[src/rtl/prover_round_ctrl.sv]
// prover_round_ctrl: sumcheck round sequencer for NCH lockstep prover channels.
// Hands out challenges, pulses en/restart/comp_w0, aggregates ready pulses, times rounds.
module prover_round_ctrl #(
    parameter int NCH     = 2,
    parameter int CNT_W   = 16,
    parameter int TIMEOUT = 4096,
    parameter int RND_W   = 8,
    parameter int F_NBITS = 32
) (
    input  logic               clk,
    input  logic               rst,
    input  logic               start,
    input  logic [RND_W-1:0]   exp_rounds,
    input  logic [F_NBITS-1:0] tau_in,
    input  logic               tau_valid,
    output logic               tau_req,
    input  logic [NCH-1:0]     ready_pulse,
    input  logic [2*NCH-1:0]   ready_code,
    input  logic [NCH-1:0]     w0_ready_pulse,
    output logic               en,
    output logic               restart,
    output logic               comp_w0,
    output logic [F_NBITS-1:0] tau_out,
    output logic               busy,
    output logic               done,
    output logic               err,
    output logic [2:0]         err_code,
    output logic [RND_W-1:0]   round_cnt,
    output logic [CNT_W-1:0]   last_cycles,
    output logic [CNT_W-1:0]   total_cycles
);

    localparam int TW = $clog2(TIMEOUT + 1);
    localparam logic [TW-1:0] WLAST = TW'(TIMEOUT - 1);

    localparam logic [2:0] E_CODE  = 3'b001;
    localparam logic [2:0] E_TMO   = 3'b010;
    localparam logic [2:0] E_SPUR  = 3'b011;
    localparam logic [2:0] E_ROUND = 3'b100;

    typedef enum logic [3:0] {
        S_IDLE, S_TAU, S_ISSUE, S_WAIT, S_TAU_W0,
        S_ISSUE_W0, S_WAIT_W0, S_DONE, S_ERR
    } state_t;

    state_t             state_q, state_d;
    logic [F_NBITS-1:0] tau_out_q, tau_out_d;
    logic               err_q, err_d;
    logic [2:0]         err_code_q, err_code_d;
    logic [RND_W-1:0]   round_q, round_d;
    logic [RND_W-1:0]   exp_q, exp_d;
    logic [CNT_W-1:0]   last_q, last_d;
    logic [CNT_W-1:0]   total_q, total_d;
    logic [CNT_W-1:0]   rcyc_q, rcyc_d;
    logic [TW-1:0]      wcnt_q, wcnt_d;
    logic               first_q, first_d;
    logic [NCH-1:0]     seen_q, seen_d;
    logic [2*NCH-1:0]   code_q, code_d;
    logic               tau_req_q, tau_req_d;
    logic               en_q, en_d;
    logic               restart_q, restart_d;
    logic               comp_w0_q, comp_w0_d;
    logic               busy_q, busy_d;
    logic               done_q, done_d;

    logic [2*NCH-1:0]   mcode;
    logic               mism;
    logic               rp_any, wp_any;
    logic               rp_all, wp_all;
    logic               rp_dup, wp_dup;
    logic               err_hit;
    logic [2:0]         err_sel;
    logic [RND_W-1:0]   round_inc;

    function automatic logic [CNT_W-1:0] sat_inc(input logic [CNT_W-1:0] v);
        return (v == '1) ? v : v + 1'b1;
    endfunction

    // Codes of channels already seen come from the capture regs, others from the port.
    always_comb begin
        mcode = '0;
        mism  = 1'b0;
        for (int c = 0; c < NCH; c++) begin
            mcode[2*c +: 2] = seen_q[c] ? code_q[2*c +: 2] : ready_code[2*c +: 2];
        end
        for (int c = 1; c < NCH; c++) begin
            if (mcode[2*c +: 2] != mcode[1:0]) mism = 1'b1;
        end
    end

    assign rp_any    = |ready_pulse;
    assign wp_any    = |w0_ready_pulse;
    assign rp_all    = &(seen_q | ready_pulse);
    assign wp_all    = &(seen_q | w0_ready_pulse);
    assign rp_dup    = |(seen_q & ready_pulse);
    assign wp_dup    = |(seen_q & w0_ready_pulse);
    assign round_inc = round_q + 1'b1;

    always_comb begin
        state_d    = state_q;
        tau_out_d  = tau_out_q;
        err_d      = err_q;
        err_code_d = err_code_q;
        round_d    = round_q;
        exp_d      = exp_q;
        last_d     = last_q;
        total_d    = total_q;
        rcyc_d     = rcyc_q;
        wcnt_d     = wcnt_q;
        first_d    = first_q;
        seen_d     = seen_q;
        code_d     = code_q;
        err_hit    = 1'b0;
        err_sel    = 3'b000;

        // Run time spans first ISSUE through the final w0 pulse.
        if ((state_q == S_ISSUE) || (state_q == S_WAIT) ||
            (state_q == S_TAU_W0) || (state_q == S_ISSUE_W0) ||
            (state_q == S_WAIT_W0) || ((state_q == S_TAU) && !first_q)) begin
            total_d = sat_inc(total_q);
        end

        case (state_q)
            S_TAU, S_TAU_W0: begin
                if (rp_any || wp_any) begin
                    err_hit = 1'b1;
                    err_sel = E_SPUR;
                end else if (tau_valid && tau_req_q) begin
                    tau_out_d = tau_in;
                    state_d   = (state_q == S_TAU) ? S_ISSUE : S_ISSUE_W0;
                end
            end
            S_ISSUE, S_ISSUE_W0: begin
                if (rp_any || wp_any) begin
                    err_hit = 1'b1;
                    err_sel = E_SPUR;
                end else begin
                    state_d = (state_q == S_ISSUE) ? S_WAIT : S_WAIT_W0;
                    first_d = 1'b0;
                    rcyc_d  = CNT_W'(1);
                    wcnt_d  = '0;
                    seen_d  = '0;
                end
            end
            S_WAIT: begin
                if (wp_any || rp_dup) begin
                    err_hit = 1'b1;
                    err_sel = E_SPUR;
                end else if (rp_all) begin
                    if (mism) begin
                        err_hit = 1'b1;
                        err_sel = E_CODE;
                    end else begin
                        round_d = round_inc;
                        last_d  = sat_inc(rcyc_q);
                        if (!mcode[1]) begin
                            state_d = S_TAU;
                        end else if (round_inc != exp_q) begin
                            err_hit = 1'b1;
                            err_sel = E_ROUND;
                        end else begin
                            state_d = S_TAU_W0;
                        end
                    end
                end else begin
                    seen_d = seen_q | ready_pulse;
                    for (int c = 0; c < NCH; c++) begin
                        if (ready_pulse[c]) code_d[2*c +: 2] = ready_code[2*c +: 2];
                    end
                    rcyc_d = sat_inc(rcyc_q);
                    wcnt_d = wcnt_q + 1'b1;
                    if (wcnt_q == WLAST) begin
                        err_hit = 1'b1;
                        err_sel = E_TMO;
                    end
                end
            end
            S_WAIT_W0: begin
                if (rp_any || wp_dup) begin
                    err_hit = 1'b1;
                    err_sel = E_SPUR;
                end else if (wp_all) begin
                    state_d = S_DONE;
                end else begin
                    seen_d = seen_q | w0_ready_pulse;
                    wcnt_d = wcnt_q + 1'b1;
                    if (wcnt_q == WLAST) begin
                        err_hit = 1'b1;
                        err_sel = E_TMO;
                    end
                end
            end
            S_DONE: begin
                if (rp_any || wp_any) begin
                    err_hit = 1'b1;
                    err_sel = E_SPUR;
                end else begin
                    state_d = S_IDLE;
                end
            end
            default: ;
        endcase

        if (err_hit) begin
            state_d    = S_ERR;
            err_d      = 1'b1;
            err_code_d = err_sel;
        end

        // ERR accepts start as a fresh run, so both idle states share this path.
        if (start && ((state_q == S_IDLE) || (state_q == S_ERR))) begin
            state_d    = S_TAU;
            err_d      = 1'b0;
            err_code_d = 3'b000;
            round_d    = '0;
            last_d     = '0;
            total_d    = '0;
            rcyc_d     = '0;
            wcnt_d     = '0;
            seen_d     = '0;
            code_d     = '0;
            exp_d      = exp_rounds;
            first_d    = 1'b1;
        end

        tau_req_d = (state_d == S_TAU) || (state_d == S_TAU_W0);
        en_d      = (state_d == S_ISSUE);
        restart_d = (state_d == S_ISSUE) && first_d;
        comp_w0_d = (state_d == S_ISSUE_W0);
        busy_d    = (state_d != S_IDLE);
        done_d    = (state_d == S_DONE);
    end

    always_ff @(posedge clk or posedge rst) begin
        if (rst) begin
            state_q    <= S_IDLE;
            tau_out_q  <= '0;
            err_q      <= 1'b0;
            err_code_q <= 3'b000;
            round_q    <= '0;
            exp_q      <= '0;
            last_q     <= '0;
            total_q    <= '0;
            rcyc_q     <= '0;
            wcnt_q     <= '0;
            first_q    <= 1'b0;
            seen_q     <= '0;
            code_q     <= '0;
            tau_req_q  <= 1'b0;
            en_q       <= 1'b0;
            restart_q  <= 1'b0;
            comp_w0_q  <= 1'b0;
            busy_q     <= 1'b0;
            done_q     <= 1'b0;
        end else begin
            state_q    <= state_d;
            tau_out_q  <= tau_out_d;
            err_q      <= err_d;
            err_code_q <= err_code_d;
            round_q    <= round_d;
            exp_q      <= exp_d;
            last_q     <= last_d;
            total_q    <= total_d;
            rcyc_q     <= rcyc_d;
            wcnt_q     <= wcnt_d;
            first_q    <= first_d;
            seen_q     <= seen_d;
            code_q     <= code_d;
            tau_req_q  <= tau_req_d;
            en_q       <= en_d;
            restart_q  <= restart_d;
            comp_w0_q  <= comp_w0_d;
            busy_q     <= busy_d;
            done_q     <= done_d;
        end
    end

    assign tau_req      = tau_req_q;
    assign en           = en_q;
    assign restart      = restart_q;
    assign comp_w0      = comp_w0_q;
    assign tau_out      = tau_out_q;
    assign busy         = busy_q;
    assign done         = done_q;
    assign err          = err_q;
    assign err_code     = err_code_q;
    assign round_cnt    = round_q;
    assign last_cycles  = last_q;
    assign total_cycles = total_q;

endmodule
[config.mk]
export PLATFORM = sky130hd
export DESIGN_NAME = prover_round_ctrl
export DESIGN_NICKNAME = d
export VERILOG_FILES = /design/src/rtl/prover_round_ctrl.sv
export SDC_FILE = /design/constraint.sdc
export NUM_CORES = 1
export LEC_CHECK = 0
export ABC_AREA = 1
export BUFFER_PORTS_ARGS = -buffer_cell sky130_fd_sc_hd__buf_2
export CAP_MARGIN = 20
export CORE_ASPECT_RATIO = 0.6
export CORE_MARGIN = 2
export CORE_UTILIZATION = 60
export DETAILED_ROUTE_END_ITERATION = 10
export GPL_ROUTABILITY_DRIVEN = 1
export HOLD_SLACK_MARGIN = 0.12
export PLACE_DENSITY_LB_ADDON = 0.1
export SLEW_MARGIN = 20
export SYNTH_ARGS = -nofsm -noshare
export SYNTH_HDL_FRONTEND = slang
export SYNTH_SLANG_ARGS = --single-unit
[constraint.sdc]
create_clock -name clk -period 8 [get_ports clk]
set_input_delay 0.4 -clock clk [delete_from_list [all_inputs] [get_ports clk]]
set_output_delay 0.4 -clock clk [all_outputs]
set_load 0.05 [all_outputs]
# Word level (Yosys, flattened, before mapping)

Cells that the tools add are included.

$add $sub $neg: 4
Equal/unequal tests: 27
Mux-type cells: 85
Bitwise operators: 5
Reduce and logical (&&, ||, !) cells: 41

Operators by type and width:

| cell                    | count |
|---|---|
| $mux W16                | 13 |
| $mux W13                | 6 |
| $mux W4                 | 17 |
| $mux W8                 | 5 |
| $pmux W13 S3            | 1 |
| $mux W3                 | 11 |
| $add A16 B1 Y16 const B | 2 |
| $eq A16 B16 Y1 const B  | 2 |
| $pmux W16 S2            | 1 |
| $eq A4 B3 Y1 const B    | 7 |
| $mux W2                 | 12 |
| $pmux W4 S5             | 1 |
| $reduce_and A4 Y1       | 4 |
| $mux W1                 | 15 |
| $add A13 B1 Y13 const B | 1 |
| $eq A13 B12 Y1 const B  | 1 |
| $eq A4 B2 Y1 const B    | 3 |
| $ne A3 B2 Y1 const B    | 4 |
| $reduce_bool A2 Y1      | 6 |
| $reduce_or A2 Y1        | 6 |
| $logic_or A1 B1 Y1      | 10 |
| $pmux W3 S3             | 1 |
| $add A8 B1 Y8 const B   | 1 |
| $eq A4 B1 Y1 const B    | 2 |
| 19 further kinds        | 30 |

Flip-flop bits (word level): 130
Input port bits: 52
Word-level logic and storage cells: 182

# Longest topological paths before layout

Gate-level depths: netlist (run 1).

Word-level depth: 12
Depth in mapped cells: 18

# Least setup slack after synthesis (run 1)

Ideal clock, no wire load.

Path kind: flip-flop to flip-flop
From: register round_q[0] (netlist: round_cnt[0])
To: register tau_req_q (netlist: tau_req)
Arrival time: 2.248 ns
Required time: 7.882 ns
Slack: 5.634 ns
Stages on the path, launching flop included: 16
Path buffers: 0
Clock period less this slack: 2.366 ns
Cells stage by stage: dfrtp_1 ha_1 nand3_1 o21ai_1 nand2_1 nand2_1 nand3_1 nor2_4 nand3_2 nand2_2 nand2_2 nand3b_4 nand2_1 inv_1 nand3_1 nand2_1

Word-level cells in the longest chain between the ends: 12
Elaborated cells on any way between the ends: 19

RTL lines:

| item                                         | RTL line | RTL |
|---|---|---|
| start: declaration                           | 50       | `logic [RND_W-1:0] round_q, round_d;` |
| start signal: assignment                     | 260      | `round_q <= round_d;` |
| $add A8 B1 Y8 *                              | 97       | `assign round_inc = round_q + 1'b1;` |
| $ne A8 B8 Y1 *                               | 158      | `end else if (round_inc != exp_q) begin` |
| $mux W4 or $mux W1 (tied branches)           | 158      |  |
| $mux W4 or $mux W1 (tied branches)           | 156      | `if (!mcode[1]) begin` |
| $mux W4 or $mux W1 (tied branches)           | 150      | `if (mism) begin` |
| $mux W4 or $mux W1 (tied branches)           | 149      | `end else if (rp_all) begin` |
| $mux W4 or $mux W1 (tied branches)           | 146      | `if (wp_any \|\| rp_dup) begin` |
| $pmux W4 S5 or $pmux W1 S3 (tied branches)   | 123      | `case (state_q)` |
| $mux W4 *                                    | 204      | `if (err_hit) begin` |
| $mux W4 *                                    | 211      | `if (start && ((state_q == S_IDLE) \|\| (state_q == S_ERR))) begin` |
| $eq A4 B1 Y1 or $eq A4 B3 Y1 (tied branches) | 226      | `tau_req_d = (state_d == S_TAU) \|\| (state_d == S_TAU_W0);` |
| $logic_or A1 B1 Y1 *                         | 226      |  |
| via tau_req_d                                | 59       | `logic tau_req_q, tau_req_d;` |
| end signal: assignment                       | 269      | `tau_req_q <= tau_req_d;` |
| end: declaration                             | 59       |  |

The timed path passes the listed nets; every way through them passes the cells marked *.
A chain may end at the register's enable or synchronous reset.

# Worst setup path after layout (run 1)

From: register state_q[0]
To: register rcyc_q[2]

Word-level cells in the longest chain between the ends: 5
Elaborated cells on any way between the ends: 15

RTL lines:

| item                                                        | RTL line | RTL |
|---|---|---|
| start: declaration                                          | 46       | `state_t state_q, state_d;` |
| start signal: assignment                                    | 256      | `state_q <= state_d;` |
| $eq A4 B4 Y1 or $logic_not A4 Y1 (tied branches)            | 211      |  |
| $logic_or A1 B1 Y1                                          | 211      |  |
| $logic_and A1 B1 Y1                                         | 211      |  |
| $ne A3 B3 Y1 (no source line), or another cell as far along | -        |  |
| $reduce_and A4 Y1 (no source line)                          | -        |  |
| end signal: assignment                                      | 264      | `rcyc_q <= rcyc_d;` |
| end: declaration                                            | 54       | `logic [CNT_W-1:0] rcyc_q, rcyc_d;` |

Several ways; a longest one is shown, not always the timed one.

==> results of run 1 <==
==> power by group through the flow <==
| stage | combinational [uW] | sequential (uW) | clock, uW |
|---|---|---|---|
| 2_1_floorplan | 496 | 976 | 0 |
| 6_report | 852 | 832 | 820 |
| 4_1_cts | 847 | 830 | 831 |
| 5_1_grt | 929 | 843 | 866 |
| 3_3_place_gp | 806 | 834 | 0 |
| 3_5_place_dp | 830 | 838 | 0 |
==> state kept, by name, indices dropped and copies added (netlist names) <==
register,flops
comp_w0,1
err,1
done,1
en,1
state_q,4
err_code,3
rcyc_q,16
seen_q,2
exp_q,8
first_q,1
wcnt_q,13
tau_out,32
busy,1
tau_req,1
total_cycles,16
restart,1
last_cycles,16
code_q,4
round_cnt,8
==> cell type report <==
type | instances | area (um2) | share of cell area (%)
multi-input combinational | 536 | 2955 | 36.77
sequential | 130 | 3253 | 40.47
timing repair buffer | 136 | 688.2 | 8.562
clock buffer | 19 | 442.9 | 5.511
clock inverter | 13 | 183.9 | 2.288
inverter | 90 | 340.3 | 4.234
tap | 139 | 173.9 | 2.164
==> layer usage <==
| metal | routed length (um) | track usage, % | share of wire (%) |
|---|---|---|---|
| met1 | 7664 | 42.18 | 46 |
| met2 | 7585 | 44.97 | 46 |
| met3 | 1216 | 6.700 | 7.3 |
| met4 | 193 | 8.818 | 1.2 |
| met5 | 0 | 0 | 0 |
==> how the worst max path moves through the flow <==
| stage | startpoint | end | slack [ns] | depth (start not counted) |
|---|---|---|---|---|
| final | state_q[0] | rcyc_q[2] | 4.89 | 8 |
| after global routing | state_q[0] | rcyc_q[2] | 4.65 | 8 |
| after detailed placement | state_q[0] | rcyc_q[2] | 4.95 | 8 |
| after global placement | state_q[0] | rcyc_q[2] | 5.11 | 8 |
| after floorplan | rst | busy | 4.13 | 1 |
| after CTS | state_q[0] | rcyc_q[2] | 4.93 | 8 |
==> cells in the final DEF (no fill, tap or decap), types with 17 or more instances in the layout <==
cell type  count
o22ai_1       17
inv_1         79
a21oi_1       24
mux2_2        32
o21ai_0       66
dfrtp_1      130
nand2_1      179
nor2_1        56
clkbuf_16     17
buf_2        133
nand3_1       41
==> stage by stage <==
step	utilization [%]	area (um2)
after floorplan	-	6658
after global placement	69.47	7411
after detailed placement	69.47	7411
after CTS	75.35	8038
after global routing	75.35	8038
final	75.35	8038
==> kinds of logic after synthesis <==
group                      Yosys count  synth area share, %
DFF                                130                48.86
adders and majority gates            4               0.7518
AOI/OAI and AO/OA                  142                12.25
buffers and inverters              112                6.747
muxes                               32                5.413
and+or+nand+nor                    347                24.53
xor gates and xnor gates            11                1.447
==> critical path: stages, from the launching register on <==
cell and delay, ns:
dfrtp_1 0.48, nor2_1 0.22, nand3_1 0.10, buf_4 0.27
nand2_1 0.14, nor2_1 0.11, nor2_1 0.69, nand2_1 0.58
o31ai_1 0.39
==> results.sh, run 1 <==
export IMPL_outcome="finished clean"
export IMPL_start_kind="flop"
export IMPL_p_seq_share_pct=33.2
export IMPL_fin_crit_sh_pct=38.93
export IMPL_nFillCells=795
export IMPL_worst_ir_drop_vdd_mv=0.3171
export IMPL_synth_edff_count=0
export IMPL_critPathKind="flop to flop"
export IMPL_rrSetupSlack_ns=4.89
export IMPL_io_buffers=133
export IMPL_layoutNonFillerInstCount=1063
export IMPL_min_period_ns=3.115
export IMPL_cts_root_buffer="clkbuf_16"
export IMPL_rows=29
export IMPL_ioPinCount=134
export IMPL_slew_viol_final=0
export IMPL_grt_overflow=0
export IMPL_finalSetupViolations=0
export IMPL_hold_class="primary input to async pin"
export IMPL_dpl_worst_slack_ns=4.947
export IMPL_crit_path_max_fanout=39
export IMPL_r2r_cells=8
export IMPL_r2r_end="rcyc_q[2]"
export IMPL_yosys_warnings=0
export IMPL_die_h_um=85.60
export IMPL_setup_slack_ns=4.885
export IMPL_grt_pass1_wl_mm=27.86
export IMPL_synth_seq_area_share_pct=48.86
export IMPL_track_usage_pct=29.27
export IMPL_vias=5998
export IMPL_insertion_delay_ns=0.41
export IMPL_synth_commonest_cells="nand2_1, dfrtp_1, inv_1"
export IMPL_combinationalPowerShare_pct=34.0
export IMPL_clkTransAtPathRegs_ns=0.06
export IMPL_fin_skew_ns=0.008220
export IMPL_dp_cells=1031
export IMPL_slew_headroom_pct=38.11
export IMPL_post_cts_setup_buffers=0
export IMPL_worstMarginPinSlew_ns=0.9274
export IMPL_pwr_share_clk_pct=32.8
export IMPL_timing_rr_start="state_q[0]"
export IMPL_end_kind="flop"
export IMPL_hold_viol=0
export IMPL_postCtsResizedCells=0
export IMPL_synth_net_count=834
export IMPL_ys_top_cells_by_area="dfrtp_1, nand2_1, mux2_2, o21ai_0, inv_1"
export IMPL_grt_setup_unrepaired="no"
export IMPL_finalNetCount=967
export IMPL_drive_gt1_share_pct=27.27
export IMPL_die_area_um2=11980
export IMPL_synthesis_area_um2=6658
export IMPL_postRouteAntennaNets=0
export IMPL_grt_max_degree=76
export IMPL_synthArstFlopShare_pct=100.0
export IMPL_syn_to_final_growth_pct=20.73
export IMPL_wl_mm=16.66
export IMPL_syn_area_per_cell_um2=8.557
export IMPL_p_sw_share_pct=39.94
export IMPL_drc=0
export IMPL_p_leak_uw=0.004108
export IMPL_die_x_um=140.0
export IMPL_power_density_nw_per_um2=311.6
export IMPL_viasPerCell=5.643
export IMPL_gp_congestion=0.9456
export IMPL_cts_tree="built"
export IMPL_numCtsBuffers=17
export IMPL_internal_power_uw=1504
export IMPL_clkSinkCount=130
export IMPL_maxCapViolCount=0
export IMPL_yosysTopAreaCell="dfrtp_1"
export IMPL_fin_tns_setup_ns=0
export IMPL_p_sw_uw=1000
export IMPL_cts_hold_fix_buffers=0
export IMPL_coreArea_um2=10670
export IMPL_hold_ws_ns=0.1126
export IMPL_syn_inst=778
export IMPL_dr_pass1_iters=5
export IMPL_synthFlopType="dfrtp_1"
export IMPL_antenna_found_initial=0
export IMPL_crit_arrival_ns=3.42
export IMPL_ys_seq_elements=130
export IMPL_critPathRequiredTime_ns=8.31
export IMPL_start_util_pct=62.41
export IMPL_clock_path_buffers=2
export IMPL_antenna_cells=0
export IMPL_total_power_uw=2504
export IMPL_ys_types=46
export IMPL_drt_iter0_drc=442
export IMPL_first_global_vias=5776
export IMPL_post_synth_top_count_cell="nand2_1"
export IMPL_fmax_ghz=0.3211
export IMPL_wl_per_cell_um=15.67
export IMPL_synthDominantCellAreaShare_pct=48.86
export IMPL_htree_levels=4
export IMPL_dp_hpwl_mm=11.98
(Power assumes the default switching activity.)
==> inputs of run 2 (changes only) <==
CORE_UTILIZATION = 50   (was 60)
clock period = 2.7 ns   (was 8 ns; I/O delays follow)
==> results.sh, run 2 (same netlist as run 1, synthesis figures left out) <==
export IMPL_cts_root_buffer="clkbuf_16"
export IMPL_coreArea_um2=12930
export IMPL_start_util_pct=51.48
export IMPL_syn_to_final_growth_pct=30.82
export IMPL_slew_headroom_pct=58.16
export IMPL_die_area_um2=14280
export IMPL_wl_mm=17.99
export IMPL_mostFrequentLayoutCell="nand2_1"
export IMPL_fin_crit_sh_pct=95.67
export IMPL_first_global_vias=5931
export IMPL_rows=32
export IMPL_start_kind="primary input"
export IMPL_postRouteAntennaNets=0
export IMPL_dr_pass1_iters=5
export IMPL_crit_chain="dlygate4sd3_1 -> buf_2 -> nor2_1 -> dlygate4sd3_1 -> nand3_1 -> dlygate4sd3_1 -> nor2_2 -> nor3_2 -> nand2_1 -> a21oi_2 -> nand2_1 -> nor2_2"
export IMPL_placed_area_um2=7523
export IMPL_min_period_ns=2.583
export IMPL_post_route_util_pct=67.35
export IMPL_gp_congestion=0.9309
export IMPL_p_leak_uw=0.004382
export IMPL_top_layer_used="met4"
export IMPL_antenna_cells=0
export IMPL_fmax_ghz=0.3871
export IMPL_clkTransAtPathRegs_ns=0.06
export IMPL_dp_cells=1070
export IMPL_power_density_nw_per_um2=879.9
export IMPL_fin_skew_ns=0.009738
export IMPL_drive_gt1_share_pct=27.41
export IMPL_grt_overflow=0
export IMPL_cp_common_cell="dlygate4sd3_1"
export IMPL_maxCapViolCount=0
export IMPL_p_seq_share_pct=32.1
export IMPL_slew_viol_final=0
export IMPL_internal_power_uw=4685
export IMPL_setup_slack_ns=0.1170
export IMPL_vias=6201
export IMPL_io_buffers=133
export IMPL_crit_path_max_fanout=4
export IMPL_htree_levels=4
export IMPL_drt_iter0_drc=501
export IMPL_ioPinCount=134
export IMPL_hold_viol=0
export IMPL_insertion_delay_ns=0.41
export IMPL_clock_path_buffers=2
export IMPL_hold_ws_ns=0.1580
export IMPL_cp_slowest_cell="dlygate4sd3_1"
export IMPL_fin_area_um2=8710
export IMPL_layoutNonFillerInstCount=1155
export IMPL_worstMarginPinSlew_ns=0.6269
export IMPL_slowest_delay_ns=0.57
export IMPL_critPathTopFamily="buffers and inverters"
export IMPL_antenna_found_initial=0
export IMPL_combinationalPowerShare_pct=35.2
export IMPL_dp_hpwl_mm=12.36
export IMPL_finalNetCount=1030
export IMPL_critPathBufInv=4
export IMPL_cts_tree="built"
export IMPL_track_usage_pct=25.75
export IMPL_p_sw_share_pct=38.86
export IMPL_clkSinkCount=130
export IMPL_critPathRequiredTime_ns=3.04
export IMPL_crit_arrival_ns=2.92
export IMPL_grt_max_degree=96
export IMPL_largest_reg_flops=32
export IMPL_dpl_worst_slack_ns=0.3006
export IMPL_most_common_layout_cells="nand2_1, buf_2, dfrtp_1, inv_1, o21ai_0"
export IMPL_grt_pass1_wl_mm=29.28
export IMPL_wl_per_cell_um=15.58
export IMPL_pwr_share_clk_pct=32.7
export IMPL_finalSetupViolations=0
export IMPL_wl_met2_mm=8.187
export IMPL_p_sw_uw=2978
export IMPL_worst_ir_drop_vdd_mv=0.7341
export IMPL_drc=0
export IMPL_hold_class="primary input to flop"
export IMPL_outcome="finished clean"
export IMPL_end_kind="flop"
export IMPL_critPathKind="primary input to flop"
export IMPL_met1_length_mm=8.338
export IMPL_die_h_um=93.38
export IMPL_viasPerCell=5.369
export IMPL_die_x_um=153.0
export IMPL_met3_wirelength_mm=1.279
export IMPL_numCtsBuffers=17
==> run 2: area by class of cell <==
| cell class | instances | area (um2) |
|---|---|---|
| fill | 1038 | 4223 |
| tap | 170 | 212.7 |
| sequential | 130 | 3254 |
| clock buffer | 17 | 425.4 |
| clock inverter | 13 | 211.5 |
| inverter | 90 | 341.6 |
| timing repair buffer | 199 | 1296 |
| multi-input combinational | 536 | 2968 |
==> run 2: worst paths after layout <==
path	from	endpoint	slack, ns	cells past startpoint
hold / removal	w0_ready_pulse[1]	seen_q[1]	0.16	5
hold reg to reg	last_cycles[1]	last_cycles[1]	0.48	2
setup / recovery	ready_pulse[0]	restart	0.12	12
min in group asynchronous	rst	tau_out[19]	0.40	4
setup reg to reg	round_cnt[1]	restart	0.24	15
max in group asynchronous	rst	tau_out[14]	1.87	4
==> run 2: through the flow <==
stage / total power (uW) / setup TNS, ns
after floorplan: 4363 / 0
after global placement: 4932 / 0
after detailed placement: 4983 / 0
after CTS: 7577 / 0
after global routing: 8090 / -0.01016
final: 7664 / 0
==> run 2: power by group through the flow <==
stage | sequential [uW] | combinational (uW) | clock, uW
after floorplan | 2890 | 1470 | 0
after global placement | 2470 | 2460 | 0
after detailed placement | 2490 | 2500 | 0
after CTS | 2450 | 2580 | 2550
after global routing | 2490 | 2950 | 2650
final | 2460 | 2700 | 2510
==> run 2: repair_timing <==
action | in CTS | in global routing
setup endpoints to repair | 0 | 7
endpoints found under the hold margin | 176 | 0
setup buffers | 0 | 6
hold buffers | 49 | 0
resized for setup | 0 | 6
==> run 2: worst reg2reg max path, cell delays in order (launching register included) <==
cell	delay, ns
dfrtp_1	0.45
ha_2	0.23
or2_1	0.25
nand2_1	0.09
nand2_1	0.05
nand2_1	0.06
nand3_1	0.11
nor2_2	0.28
nand4_1	0.15
nand2_1	0.08
nand2_1	0.05
nand2_1	0.05
nand2_1	0.09
a21oi_2	0.22
nand2_1	0.14
nor2_2	0.10
==> run 2: layer usage <==
layer  track usage (%)  up-vias
li1                  -     2986
met1             36.55     2964
met2             39.31      230
met3             6.951       21
met4             6.944        0
met5                 0        -
==> inputs of run 3 (changes only) <==
SETUP_SLACK_MARGIN = 0.2   (was not set)
==> results.sh, run 3 (same netlist as run 1, synthesis figures left out) <==
export IMPL_outcome="finished clean"
export IMPL_fin_tns_setup_ns=0
export IMPL_die_area_um2=14280
export IMPL_hold_class="primary input to flop"
export IMPL_insertion_delay_ns=0.41
export IMPL_worstMarginPinSlew_ns=0.6018
export IMPL_grt_overflow=0
export IMPL_syn_to_final_growth_pct=31.84
export IMPL_slew_headroom_pct=59.83
export IMPL_dr_pass1_iters=5
export IMPL_coreArea_um2=12930
export IMPL_track_usage_pct=25.71
export IMPL_largest_reg_flops=32
export IMPL_htree_levels=4
export IMPL_slew_viol_final=0
export IMPL_clock_path_buffers=2
export IMPL_start_util_pct=51.48
export IMPL_clkTransAtPathRegs_ns=0.06
export IMPL_postRouteAntennaNets=0
export IMPL_grt_setup_unrepaired="no"
export IMPL_antenna_cells=0
export IMPL_wl_per_cell_um=15.61
export IMPL_rows=32
export IMPL_hold_ws_ns=0.1591
export IMPL_worst_ir_drop_vdd_mv=0.7349
export IMPL_finalNetCount=1032
export IMPL_hold_viol=0
export IMPL_fmax_ghz=0.4278
export IMPL_fin_crit_sh_pct=86.57
export IMPL_slowest_delay_ns=0.46
export IMPL_min_period_ns=2.337
export IMPL_crit_path_max_fanout=5
export IMPL_dp_hpwl_mm=12.36
export IMPL_cts_root_buffer="clkbuf_16"
export IMPL_drive_gt1_share_pct=28.77
export IMPL_cts_tree="built"
export IMPL_most_common_layout_cells="nand2_1, buf_2, dfrtp_1, inv_1, o21ai_0"
export IMPL_start_kind="flop"
export IMPL_critPathTopFamily="simple AND/OR/NAND/NOR gates"
export IMPL_maxCapViolCount=0
export IMPL_ioPinCount=134
export IMPL_gp_congestion=0.9309
export IMPL_crit_chain="ha_4 -> or2_1 -> nand2_1 -> nand2_1 -> nand2_1 -> nand3_2 -> nor2_4 -> nand4_1 -> nand2_1 -> nand2_1 -> nand2_1 -> nand2_1 -> a21oi_2 -> nand2_2 -> nor2_2"
export IMPL_critPathKind="flop to flop"
export IMPL_cp_slowest_cell="dfrtp_2"
export IMPL_numCtsBuffers=17
export IMPL_crit_arrival_ns=2.67
export IMPL_antenna_found_initial=0
export IMPL_fin_skew_ns=0.01010
export IMPL_viasPerCell=5.330
export IMPL_vias=6167
export IMPL_grt_max_degree=96
export IMPL_die_h_um=93.38
export IMPL_critPathBufInv=0
export IMPL_drt_iter0_drc=497
export IMPL_clkSinkCount=130
export IMPL_die_x_um=153.0
export IMPL_grt_pass1_wl_mm=29.22
export IMPL_drc=0
export IMPL_cp_common_cell="nand2_1"
export IMPL_wl_mm=18.06
export IMPL_mostFrequentLayoutCell="nand2_1"
export IMPL_critPathRequiredTime_ns=3.04
export IMPL_first_global_vias=5922
export IMPL_p_leak_uw=0.004387
export IMPL_finalSetupViolations=0
export IMPL_power_density_nw_per_um2=877.3
export IMPL_end_kind="flop"
export IMPL_io_buffers=133
run 3: cell type report:
cell class / count / area, um2
Fill cell: 1034 / 4155
Sequential cell: 130 / 3261
Multi-Input combinational cell: 536 / 3013
Timing Repair Buffer: 201 / 1313
Clock buffer: 17 / 425.4
Inverter: 90 / 341.6
Tap cell: 170 / 212.7
Clock inverter: 13 / 211.5
run 3: per-stage QoR:
stage                     total power (uW)  utilization [%]  worst slack (ns)  instance area (um2)  std cells
after floorplan                       4363                -            0.3342                 6661        778
after detailed placement              4983            58.18            0.3006                 7523       1070
after global placement                4932            58.18            0.3787                 7523       1070
after global routing                  8135            67.87            0.1705                 8777       1157
final                                 7700            67.87            0.3626                 8777       1157
after CTS                             7576            66.82            0.2348                 8641       1148
run 3: power breakdown:
part / leakage (uW) / internal [uW] / switching (uW)
combinational: 0.00233 / 833 / 1890
sequential: 0.00175 / 2240 / 233
clock: 0.000303 / 1630 / 872
run 3: worst reg2reg max path, stage by stage (launching register included):
cell and delay [ns]:
dfrtp_2 0.46, ha_4 0.19, or2_1 0.24, nand2_1 0.08
nand2_1 0.05, nand2_1 0.09, nand3_2 0.13, nor2_4 0.22
nand4_1 0.13, nand2_1 0.07, nand2_1 0.05, nand2_1 0.05
nand2_1 0.09, a21oi_2 0.23, nand2_2 0.11, nor2_2 0.09
run 3: routing by layer:
metal / global-route usage, % / part of all wire (%) / vias to the layer above
met4: 6.867 / 0.98 / 0
met1: 36.49 / 47 / 2954
met5: 0 / 0 / -
met3: 6.951 / 6.4 / 20
met2: 39.28 / 46 / 199
li1: - / - / 2994
run 3: path summary, 6_finish.rpt:
kind / start / end / slack, ns / depth (start not counted)
worst max-delay path: round_cnt[1] / restart / 0.36 / 15
worst min-delay path: w0_ready_pulse[1] / seen_q[1] / 0.16 / 5
worst max register to register: round_cnt[1] / restart / 0.36 / 15
worst min register to register: last_cycles[2] / last_cycles[2] / 0.48 / 2
max in group asynchronous: rst / state_q[0] / 1.84 / 4
min in group asynchronous: rst / tau_out[19] / 0.39 / 4
run 3: repair_timing:
| action | CTS | global route |
|---|---|---|
| hold endpoints to repair | 176 | 0 |
| hold buffers | 48 | 0 |
| setup endpoints to repair | 0 | 21 |
| setup buffers | 0 | 9 |
| gates resized for setup | 0 | 22 |
